===== src/rtl/booth8_mult_ctrl.sv =====
// booth8_mult_ctrl: issue/controller stage in front of the radix-8 Booth
// sequential multiplier. It takes one signed operand pair, loads it into the
// multiplier by holding the multiplier's reset low, and waits a fixed number
// of multiplier steps. It then captures the product and hands it downstream
// over a valid/ready handshake.
module booth8_mult_ctrl #(
  parameter int WIDTH = 32,
  parameter int ITER  = 11,
  parameter int CNT_W = 4
) (
  input  logic                 clk,
  input  logic                 rstn,
  input  logic                 in_valid,
  output logic                 in_ready,
  input  logic [WIDTH-1:0]     in_a,
  input  logic [WIDTH-1:0]     in_x,
  output logic [WIDTH-1:0]     mult_a,
  output logic [WIDTH-1:0]     mult_x,
  output logic                 mult_rstn,
  input  logic [2*WIDTH-1:0]   mult_product,
  output logic                 out_valid,
  input  logic                 out_ready,
  output logic [2*WIDTH-1:0]   out_product,
  output logic                 busy
);

  typedef enum logic [2:0] {
    IDLE = 3'd0,
    LOAD = 3'd1,
    RUN  = 3'd2,
    CAPT = 3'd3,
    DONE = 3'd4
  } state_t;

  // Counter value seen on the last RUN edge; RUN lasts exactly ITER cycles.
  localparam logic [CNT_W-1:0] CNT_LAST = CNT_W'(ITER - 1);
  localparam logic [CNT_W-1:0] CNT_ONE  = CNT_W'(1);

  state_t           state_r;
  logic [CNT_W-1:0] cnt_r;

  // Acceptance is a pure decode of the state register, so no input can
  // combinationally reach in_ready.
  assign in_ready = (state_r == IDLE);

  // Job sequencer. Every output it drives is a flop. This matters most for
  // mult_rstn, which feeds the multiplier's asynchronous reset and must not
  // glitch.
  always_ff @(posedge clk or negedge rstn) begin
    if (!rstn) begin
      state_r     <= IDLE;
      cnt_r       <= '0;
      mult_a      <= '0;
      mult_x      <= '0;
      mult_rstn   <= 1'b0;
      out_valid   <= 1'b0;
      out_product <= '0;
      busy        <= 1'b0;
    end else begin
      case (state_r)
        IDLE: begin
          // Keep the multiplier cleared. A new operand pair is latched here
          // and stays stable through LOAD, while mult_rstn is still low.
          mult_rstn <= 1'b0;
          if (in_valid) begin
            mult_a  <= in_a;
            mult_x  <= in_x;
            busy    <= 1'b1;
            state_r <= LOAD;
          end
        end
        LOAD: begin
          // The multiplier has sampled the operands while in reset.
          // Releasing reset starts the stepping.
          mult_rstn <= 1'b1;
          cnt_r     <= '0;
          state_r   <= RUN;
        end
        RUN: begin
          cnt_r <= cnt_r + CNT_ONE;
          if (cnt_r == CNT_LAST) begin
            state_r <= CAPT;
          end
        end
        CAPT: begin
          // The pre-edge product is final. The step the multiplier takes on
          // this same edge is discarded by clearing it again.
          out_product <= mult_product;
          out_valid   <= 1'b1;
          mult_rstn   <= 1'b0;
          state_r     <= DONE;
        end
        DONE: begin
          // Hold the result until downstream takes it. The product register
          // keeps its value after the handshake.
          if (out_ready) begin
            out_valid <= 1'b0;
            busy      <= 1'b0;
            state_r   <= IDLE;
          end
        end
        default: begin
          state_r   <= IDLE;
          mult_rstn <= 1'b0;
          out_valid <= 1'b0;
          busy      <= 1'b0;
        end
      endcase
    end
  end

endmodule


===== config.mk =====
export PLATFORM = sky130hd
export DESIGN_NAME = booth8_mult_ctrl
export DESIGN_NICKNAME = d
export VERILOG_FILES = /design/src/rtl/booth8_mult_ctrl.sv
export SDC_FILE = /design/constraint.sdc
export NUM_CORES = 1
export LEC_CHECK = 0
export ABC_AREA = 0
export ABC_CLOCK_PERIOD_IN_PS = 2000
export CAP_MARGIN = 25
export CORE_UTILIZATION = 40
export DETAILED_ROUTE_END_ITERATION = 8
export MAX_ROUTING_LAYER = met4
export PLACE_DENSITY = 0.89
export SYNTH_ARGS = -nofsm -noshare
export SYNTH_HDL_FRONTEND = slang
export SYNTH_SLANG_ARGS = --single-unit

===== constraint.sdc =====
create_clock -name clk -period 2 [get_ports clk]
set_clock_uncertainty 0.15 [all_clocks]
set_input_delay 0.2 -clock clk [delete_from_list [all_inputs] [get_ports clk]]
set_output_delay 0.2 -clock clk [all_outputs]
set_load 0.01 [all_outputs]

# After elaboration in Yosys (flattened, before gate mapping)
# Index checks and enable logic that the tools add are counted.
[op_classes] n_addsub=1 multipliers=0 n_div=0 order_cmp=0 n_eq_ne=8 shifts=0 n_mux=10 n_bitwise=2 n_reduce_logical=9
[ops] operator="$pmux W3 S5" n=1
[ops] operator="$mux W3" n=3
[ops] operator="$pmux W4 S2" n=1
[ops] operator="$eq A3 B2 Y1 const B" n=2
[ops] operator="$ne A2 B2 Y1 const B" n=3
[ops] operator="$pmux W1 S3" n=2
[ops] operator="$reduce_and A3 Y1" n=2
[ops] operator="$reduce_or A3 Y1" n=2
[ops] operator="$add A4 B1 Y4 const B" n=1
[ops] operator="$eq A4 B4 Y1 const B" n=1
[ops] operator="$reduce_and A2 Y1" n=2
[ops] operator="$eq A3 B1 Y1 const B" n=1
[ops] operator="$eq A3 B3 Y1 const B" n=1
[ops] operator="$logic_not A3 Y1" n=1
[ops] operator="$mux W1" n=2
[ops] operator="$not A1 Y1" n=2
[ops] operator="$pmux W1 S2" n=1
[ops] operator="$reduce_bool A2 Y1" n=1
[ops] operator="$reduce_or A2 Y1" n=1
[totals] register_bits=138 latchBits=0 ram_bits=0 romBits=0 inputBits=132 output_inout_bits=132 elab_cells=38 mem_count=0

# Longest topological paths before layout
# Gate-level depths: netlist of run 1.
[logic_depth] ltp_word=4 depth_mapped=6 mapped_depth_nobuf=5

# Least setup slack after synthesis of run 1
# No wires, ideal clock.
[synth_path] path_kind="register to register" start="register state_r[0]" end="register mult_a[0]" setup_time_ns=0.125 arrival_time_ns=1.405 t_required_ns=1.725 path_slack_ns=0.320 path_stages_with_launch=6 path_buffers=3 period_less_slack_ns=1.680 cell_sequence="dfrtp_1 -> buf_6 -> nor4b_4 -> buf_6 -> buf_12 -> mux2_4"
[synth_between] elab_chain_len=2
[synth_lines] item="from (decl)" line_no="39" text="state_t state_r;"
[synth_lines] item="from (signal assigned)" line_no="51" text="state_r <= IDLE;"
[synth_lines] item="from (signal assigned)" line_no="69" text="state_r <= LOAD;"
[synth_lines] item="from (signal assigned)" line_no="77" text="state_r <= RUN;"
[synth_lines] item="$logic_not A3 Y1" line_no="60" text="case (state_r)"
[synth_lines] item="$reduce_and A2 Y1 (no line)"
[synth_lines] item="to (signal assigned)" line_no="66" text="mult_a <= in_a;"
[synth_lines] item="to (decl)" line_no="17" text="output logic [WIDTH-1:0] mult_a,"
# Every way passes these cells.
# A chain may end at the register's enable or synchronous reset.

# Worst setup path after layout of run 1
[layout_path] start="register state_r[0]" end="output in_ready"
[layout_between] elab_chain_len=1
[layout_lines] item="$logic_not A3 Y1" line_no="44" text="assign in_ready = (state_r == IDLE);"
[layout_lines] item="to (decl)" line_no="14" text="output logic in_ready,"
# Every way passes these cells.

==> reports/metrics.sh, run 1 <==
STATUS='finished clean'
CRITICAL_PATH.MAX_STAGE_DELAY_NS=0.43
PATH_DEPTH=3
FLOORPLAN.DIE_AREA_MM2=0.01505
START_KIND='flop'
FINAL_PERIOD_MINUS_WORST_SETUP_SLACK_NS=1.850
SYNTHTOLAYOUTAREAGROWTH_PCT=60.42
TIMING.FINAL.WS_SETUP_NS=0.1499
ROUTEDWLPERCELL_UM=18.32
POST_SYNTHESIS_CELL_AREA_MM2=0.005826
DIEHEIGHT_UM=122.7
CLOCK_TREE.HTREE_LEVEL_COUNT=4
WORST_PATH_DOMINANT_CELL_FAMILY='buffers and inverters'
SYNTH.AREA.TOP_CELLS='sky130_fd_sc_hd__dfrtp_1 (59%), sky130_fd_sc_hd__mux2_4 (28%), sky130_fd_sc_hd__mux2_2 (3.7%)'
CRITICAL_PATH.STARTPOINT='state_r[0]'
GRT_UTIL_ALL_LAYERS_PCT=20.47
POST_ROUTE_CELLS_DRIVE_ABOVE_1_SHARE_PCT=29.00
YOSYSSEQAREASHARE_PCT=59.28
SLEW_VIOL_FINAL=0
TIMING.CRITICAL_PATH.ARRIVAL_NS=1.50
CP_MAX_FO=4
SYNTHCELLS=331
R2R_SLACK_NS=0.20
SYNTH_NETS=465
CRITICAL_PATH.REG2REG.STARTPOINT='state_r[2]'
TIMING.CRITICAL_PATH.REQUIRED_NS=1.65
FIRST_GLOBAL_VIAS=4268
NUM_VIAS=3886
YOSYS_WARNINGS=0
YOSYS_MOST_USED_DFF='sky130_fd_sc_hd__dfrtp_1'
CRIT_PATH_CELL_TRACE='buf_4, nor3_1, dlygate4sd2_1'
TRITONCTS_CLOCK_TREE='yes'
SYNTH_CELL_TYPE_COUNT=28
DETAILEDPLACEMENTHPWL_UM=10890
ANTENNA_VIOLATING_NETS_LEFT=0
DRT_FIRST_PASS_ITERS=4
CLK_PIN_SLEW_NS=0.06
PLACEDCELLCOUNT=778
CORE.ROWCOUNT=43
GRT_ANTENNA_BEFORE_REPAIR=0
WORSTSKEWPAIRLATENCY_NS=0.42
CTS_SINKS=138
INSERTEDDIODECOUNT=0
CORE_AREA_MM2=0.01404
POSTSYNTHAREAPERCELL_UM2=17.60
PEAKVDDDROP_mV=0.9989
FINALWIRELENGTH_UM=14860
TIMING.FINAL.HOLD_VIOLATIONS=0
STDCELL_COUNT=811
YOSYS_TOP_CELL_AREA_SHARE_PCT=59.28
PORT-BUFFER-COUNT=263
SETUP-TNS-FINAL_NS=0
DIE_W_UM=122.7
FLOORPLAN.IO_PINS=264
POST-ROUTE-PERIOD-UTIL_PCT=92.50
DRC=0
ITERATION_0_DRC_MARKERS=144
NUM-NETS-FINAL=752
POWER.DENSITY_CELL_AREA_mW_PER_MM2=1703
LARGEST_NET_DEGREE_AT_THE_START_OF_GLOBAL_ROUTING=50
EFFECTIVE_UTILIZATION_AT_FLOORPLAN_PCT=41.49
YS_ASYNC_SR_FRACTION_PCT=100.0
CP_CAPTURE_TYPE='output pin'
RR_ENDPOINT='mult_x[12]'
RSZ0062_AT_GRT='no'
CTS_MAX_PATH_BUFFERS=2
CRITPATHKIND='flop to output pin'
CRITICAL-PATH-SLOWEST-CELL='sky130_fd_sc_hd__dfrtp_1'
GRT_OVERFLOW_TOTAL=0
SYNTH_EDF_COUNT=0
CAP_VIOL_MAX_COUNT=0
GP_CONGESTION=0.8270
CRITPATHBUFINV=2
WORST_R2R_PATH_DEPTH=4
CLK_ROOT_BUFFER_CELL='sky130_fd_sc_hd__clkbuf_16'
SYNTH_AREA_LEADER_CELL='sky130_fd_sc_hd__dfrtp_1'
POSTSYNTHREGISTERBITS=138
MAX-SLEW-MARGIN-REL_PCT=68.21
POWER.STATIC_LEAKAGE_nW=4.196
TIMING_WORST_SLEW_PIN_VALUE_NS=0.4769
MIN_PATH_TYPE='input pin to asynchronous set/reset pin'
SETUP_VIOL=0
CTS_MADE_BUFFERS=17
PLACE_WS_NS=0.03764
POST_CTS_SETUP_BUFS=0
CLOCK.FMAX_MHz=540.5
VIAS_PER_CELL=4.792
WORST_SETUP_PATH_ENDPOINT='in_ready'
GLOBAL_ROUTE_WIRE_LENGTH_BEFORE_REPAIR_UM=22340
-- layer usage --
layer	global-route usage (%)	part of all wire, %	vias up	wire length [µm]
li1	-	-	1736	-
met1	22.35	39	1948	5763
met2	35.29	52	185	7737
met3	6.413	7.6	17	1133
met4	6.631	1.5	0	226
met5	-	0	-	0
-- cell usage in the layout, fill, tap and decap left out, types with 2 or more instances in the layout --
cell type / count
sky130_fd_sc_hd__nor3b_1: 2
sky130_fd_sc_hd__o21ai_0: 10
sky130_fd_sc_hd__nor3_1: 3
sky130_fd_sc_hd__clkbuf_1: 4
sky130_fd_sc_hd__bufinv_16: 2
sky130_fd_sc_hd__clkbuf_8: 6
sky130_fd_sc_hd__clkbuf_16: 17
sky130_fd_sc_hd__buf_12: 8
sky130_fd_sc_hd__clkdlybuf4s50_1: 261
sky130_fd_sc_hd__ha_1: 2
sky130_fd_sc_hd__inv_1: 4
sky130_fd_sc_hd__buf_4: 15
sky130_fd_sc_hd__mux2_4: 109
sky130_fd_sc_hd__nor2_1: 2
sky130_fd_sc_hd__mux2_2: 19
sky130_fd_sc_hd__a21oi_1: 4
sky130_fd_sc_hd__nand2_1: 5
sky130_fd_sc_hd__dfrtp_1: 138
-- cell usage after synthesis (2+ instances only) --
cell	count
sky130_fd_sc_hd__o21ai_0	10
sky130_fd_sc_hd__nand2_1	6
sky130_fd_sc_hd__inv_1	4
sky130_fd_sc_hd__mux2_2	19
sky130_fd_sc_hd__mux2_4	109
sky130_fd_sc_hd__a21oi_1	4
sky130_fd_sc_hd__nor3_1	3
sky130_fd_sc_hd__nor3b_1	2
sky130_fd_sc_hd__buf_6	8
sky130_fd_sc_hd__clkbuf_1	2
sky130_fd_sc_hd__buf_2	3
sky130_fd_sc_hd__buf_12	6
sky130_fd_sc_hd__nor2_1	2
sky130_fd_sc_hd__ha_1	2
sky130_fd_sc_hd__dfrtp_1	138
-- worst reg2reg max path, stage by stage, from the launching register on --
cell,delay (ns)
sky130_fd_sc_hd__dfrtp_1,0.49
sky130_fd_sc_hd__nor4b_4,0.31
sky130_fd_sc_hd__buf_12,0.22
sky130_fd_sc_hd__buf_4,0.19
sky130_fd_sc_hd__mux2_4,0.31
-- flip-flops by register name, indices dropped and copies added (netlist names) --
name,flops
out_valid,1
state_r,3
cnt_r,4
out_product,64
busy,1
mult_x,32
mult_a,32
mult_rstn,1
-- power by group --
| group | total (W) | internal [W] | leakage, nW | switching (W) |
|---|---|---|---|---|
| clock | 0.00317 | 0.00204 | 0.294 | 0.00113 |
| combinational | 0.00755 | 0.00500 | 2.28 | 0.00255 |
| sequential | 0.00519 | 0.00424 | 1.62 | 0.000956 |
| total | 0.0159 | 0.0113 | 4.20 | 0.00464 |
-- stage by stage --
step | total power (W) | util [%] | instance area (µm²) | hold slack, ns
floorplan | 0.008995 | - | 5826 | -0.2456
global placement | 0.01249 | 62.18 | 8732 | 0.02135
detailed placement | 0.01278 | 62.18 | 8732 | 0.03239
CTS | 0.01605 | 66.55 | 9345 | 0.1665
global route | 0.01669 | 66.55 | 9345 | 0.1892
finish | 0.01592 | 66.55 | 9345 | 0.1627
-- cells by family (layout without fill, tap and decap cells) --
| family | after synthesis | count (layout) | share of synthesized area [%] |
|---|---|---|---|
| compound gates | 19 | 19 | 1.912 |
| flops | 138 | 138 | 59.28 |
| simple gates | 19 | 19 | 2.062 |
| buf+inv | 23 | 323 | 4.253 |
| fa+ha+maj | 2 | 2 | 0.4295 |
| mux | 128 | 128 | 31.77 |
| xor+xnor | 2 | 2 | 0.3007 |
-- how the worst min path moves through the flow --
stage | start | to | slack [ns] | cells past startpoint
2_1_floorplan | rstn | busy | -0.25 | 0
3_3_place_gp | rstn | mult_a[10] | 0.02 | 1
3_5_place_dp | rstn | mult_a[8] | 0.03 | 1
4_1_cts | rstn | out_product[15] | 0.17 | 2
5_1_grt | rstn | out_product[15] | 0.19 | 2
6_report | rstn | out_product[15] | 0.16 | 2
-- what timing repair did --
action / in CTS / in global routing
hold endpoints to repair: 74 / 0
hold buffers: 1 / 0
endpoints found under the setup margin: 1 / 0
resized for setup: 1 / 0
-- area by class of cell --
class | count | area, µm²
fill | 946 | 4697
sequential | 138 | 3453
timing repair buffer | 287 | 2915
multi-input combinational | 170 | 2132
clock buffer | 27 | 523.0
tap | 180 | 225.2
clock inverter | 5 | 81.33
inverter | 4 | 15.01
No activity file was read; power rests on OpenSTA's default activity.
==> run 2: changes to the inputs <==
--- a/config.mk
+++ b/config.mk
@@ -7,7 +7,7 @@
 export LEC_CHECK = 0
 export ABC_AREA = 0
 export ABC_CLOCK_PERIOD_IN_PS = 2000
-export CAP_MARGIN = 25
+export CAP_MARGIN = 20
 export CORE_UTILIZATION = 40
 export DETAILED_ROUTE_END_ITERATION = 8
 export MAX_ROUTING_LAYER = met4
==> results of run 2 <==
Final layout, timing and power as in run 1 (identical DEF).
==> run 3: changes to the inputs <==
--- a/config.mk
+++ b/config.mk
@@ -6,12 +6,11 @@
 export NUM_CORES = 1
 export LEC_CHECK = 0
 export ABC_AREA = 0
-export ABC_CLOCK_PERIOD_IN_PS = 2000
 export CAP_MARGIN = 20
-export CORE_UTILIZATION = 40
+export CORE_UTILIZATION = 42
 export DETAILED_ROUTE_END_ITERATION = 8
 export MAX_ROUTING_LAYER = met4
-export PLACE_DENSITY = 0.89
+export PLACE_DENSITY = 0.92
 export SYNTH_ARGS = -nofsm -noshare
 export SYNTH_HDL_FRONTEND = slang
 export SYNTH_SLANG_ARGS = --single-unit
==> run 3 against run 2 <==
Effect of this change: clock power shrank 3%; critical path depth unchanged; final cell count shrank 0.86%; power down 0.80%; clock-buffer cell count decreased by 6; die area shrank 4.7%; largest cell class unchanged; via count shrank 1.3%; wire length hardly changed; highest routed layer unchanged; sequential share of layout area increased by 0.14 points; non-clock buffer count fell by 2; combinational power is essentially flat; flip-flop and latch count is the same.
==> reports/metrics.sh, run 3 (synthesis gave the netlist of run 1 again) <==
GP_CONGESTION=0.8146
TRITONCTS_CLOCK_TREE='yes'
TIMING_WORST_SLEW_PIN_VALUE_NS=0.5208
POST_ROUTE_CELLS_DRIVE_ABOVE_1_SHARE_PCT=29.14
DIEHEIGHT_UM=119.8
MAX-SLEW-MARGIN-REL_PCT=65.28
CRITPATHKIND='flop to output pin'
PLACEMENT.CELL_AREA_MM2=0.008712
TIMING.FINAL.HOLD_VIOLATIONS=0
CLOCK.FMAX_MHz=540.8
PEAKVDDDROP_mV=1.009
CRITICAL_PATH.STARTPOINT='state_r[0]'
NUM_VIAS=3836
SETUP_VIOL=0
LARGEST_REGISTER_FF_COUNT=64
GRT_ANTENNA_BEFORE_REPAIR=0
TIMING.CRITICAL_PATH.ARRIVAL_NS=1.50
CP_MAX_FO=7
LAYOUT.CELLS.MOST_COMMON_LIST='sky130_fd_sc_hd__clkdlybuf4s50_1 (261), sky130_fd_sc_hd__dfrtp_1 (138), sky130_fd_sc_hd__mux2_4 (109)'
WORST_R2R_PATH_DEPTH=4
POST-ROUTE-PERIOD-UTIL_PCT=92.45
FLOORPLAN.DIE_AREA_MM2=0.01434
RR_ENDPOINT='out_product[15]'
CTS_MAX_PATH_BUFFERS=2
STDCELL_COUNT=804
SYNTHTOLAYOUTAREAGROWTH_PCT=59.79
DETAILEDPLACEMENTHPWL_UM=10990
DRT_FIRST_PASS_ITERS=4
LARGEST_NET_DEGREE_AT_THE_START_OF_GLOBAL_ROUTING=52
ANTENNA_VIOLATING_NETS_LEFT=0
CRITICAL_PATH.REG2REG.STARTPOINT='state_r[1]'
RSZ0062_AT_GRT='no'
EFFECTIVE_UTILIZATION_AT_FLOORPLAN_PCT=43.47
CTS_SINKS=138
CTS_MADE_BUFFERS=17
WORST_SETUP_PATH_ENDPOINT='in_ready'
VIAS_PER_CELL=4.771
LARGESTREGISTERS='out_product x64, mult_a x32, mult_x x32'
CP_CAPTURE_TYPE='output pin'
CLK_ROOT_BUFFER_CELL='sky130_fd_sc_hd__clkbuf_16'
CLOCK_TREE.HTREE_LEVEL_COUNT=4
MIN_PATH_TYPE='input pin to asynchronous set/reset pin'
FIRST_GLOBAL_VIAS=4303
STATUS='finished clean'
POWER.DENSITY_CELL_AREA_mW_PER_MM2=1696
DRC=0
GRT_UTIL_ALL_LAYERS_PCT=22.01
PLACEDCELLCOUNT=772
GLOBAL_ROUTE_WIRE_LENGTH_BEFORE_REPAIR_UM=23090
GRT_OVERFLOW_TOTAL=0
POWER.STATIC_LEAKAGE_nW=4.179
CAP_VIOL_MAX_COUNT=0
FINALCOREUTILIZATION_PCT=69.47
CLK_PIN_SLEW_NS=0.06
SLEW_VIOL_FINAL=0
ROUTEDWLPERCELL_UM=18.47
R2R_SLACK_NS=0.20
WORSTSKEWPAIRLATENCY_NS=0.41
CORE.ROWCOUNT=42
DIE_W_UM=119.8
PORT-BUFFER-COUNT=263
REGISTERS.TOP_BY_FF_COUNT='out_product'
FLOORPLAN.IO_PINS=264
START_KIND='flop'
FILLER_CELL_COUNT_IN_THE_FINAL_LAYOUT=891
ITERATION_0_DRC_MARKERS=172
FINISH.INSTANCE_AREA_MM2=0.009309
TIMING.CRITICAL_PATH.REQUIRED_NS=1.65
LAYOUT.CELLS.MOST_COMMON='sky130_fd_sc_hd__clkdlybuf4s50_1'
NUM-NETS-FINAL=750
FINALWIRELENGTH_UM=14850
CORE_AREA_MM2=0.01340
INSERTEDDIODECOUNT=0
FINAL_PERIOD_MINUS_WORST_SETUP_SLACK_NS=1.849
run 3: how the worst min path moves through the flow:
stage	end	slack, ns	depth (start not counted)	startpoint
after global routing	busy	0.20	2	rstn
after global placement	out_product[12]	0.04	1	rstn
after detailed placement	busy	0.05	1	rstn
after floorplan	busy	-0.25	0	rstn
final	busy	0.16	2	rstn
after CTS	busy	0.17	2	rstn
run 3: what timing repair did:
action	CTS	global route
hold endpoints to repair	66	0
hold buffers	1	0
buffers inserted	0	0
setup endpoints to repair	1	0
gates resized for setup	1	0
run 3: critical path, stage by stage, from the launching register on:
cell and delay (ns):
sky130_fd_sc_hd__dfrtp_1 0.43, sky130_fd_sc_hd__buf_4 0.18, sky130_fd_sc_hd__nor3_1 0.17, sky130_fd_sc_hd__dlygate4sd2_1 0.30
run 3: final cells by class:
cell class / count / area [µm²] / share of cell area, %
Clock buffer: 21 / 470.5 / 5.054
Multi-Input combinational cell: 170 / 2132 / 22.90
Inverter: 4 / 15.01 / 0.1613
Sequential cell: 138 / 3453 / 37.10
Clock inverter: 10 / 117.6 / 1.263
Timing Repair Buffer: 285 / 2900 / 31.16
Tap cell: 176 / 220.2 / 2.366
run 3: power by group:
part / switching (W) / internal (W)
Combinational: 0.00259 / 0.00497
Clock: 0.00116 / 0.00193
Sequential: 0.000909 / 0.00424
run 3: stage by stage:
| stage | worst slack [ns] | setup TNS, ns | hold WS (ns) | total power [W] |
|---|---|---|---|---|
| after detailed placement | -0.02215 | -0.2140 | 0.04902 | 0.01274 |
| after floorplan | 0.3198 | 0 | -0.2456 | 0.008995 |
| after global routing | 0.08637 | 0 | 0.2014 | 0.01654 |
| after CTS | 0.1213 | 0 | 0.1747 | 0.01594 |
| final | 0.1509 | 0 | 0.1575 | 0.01579 |
| after global placement | 0.07211 | 0 | 0.04028 | 0.01243 |
run 3: metal layers:
metal  track usage (%)  share of wire, %  up-vias
met1             25.33                41     1895
met2             37.79                52      194
met3             6.511               6.5       13
met5                 -                 0        -
li1                  -                 -     1734
met4             5.078              0.84        0
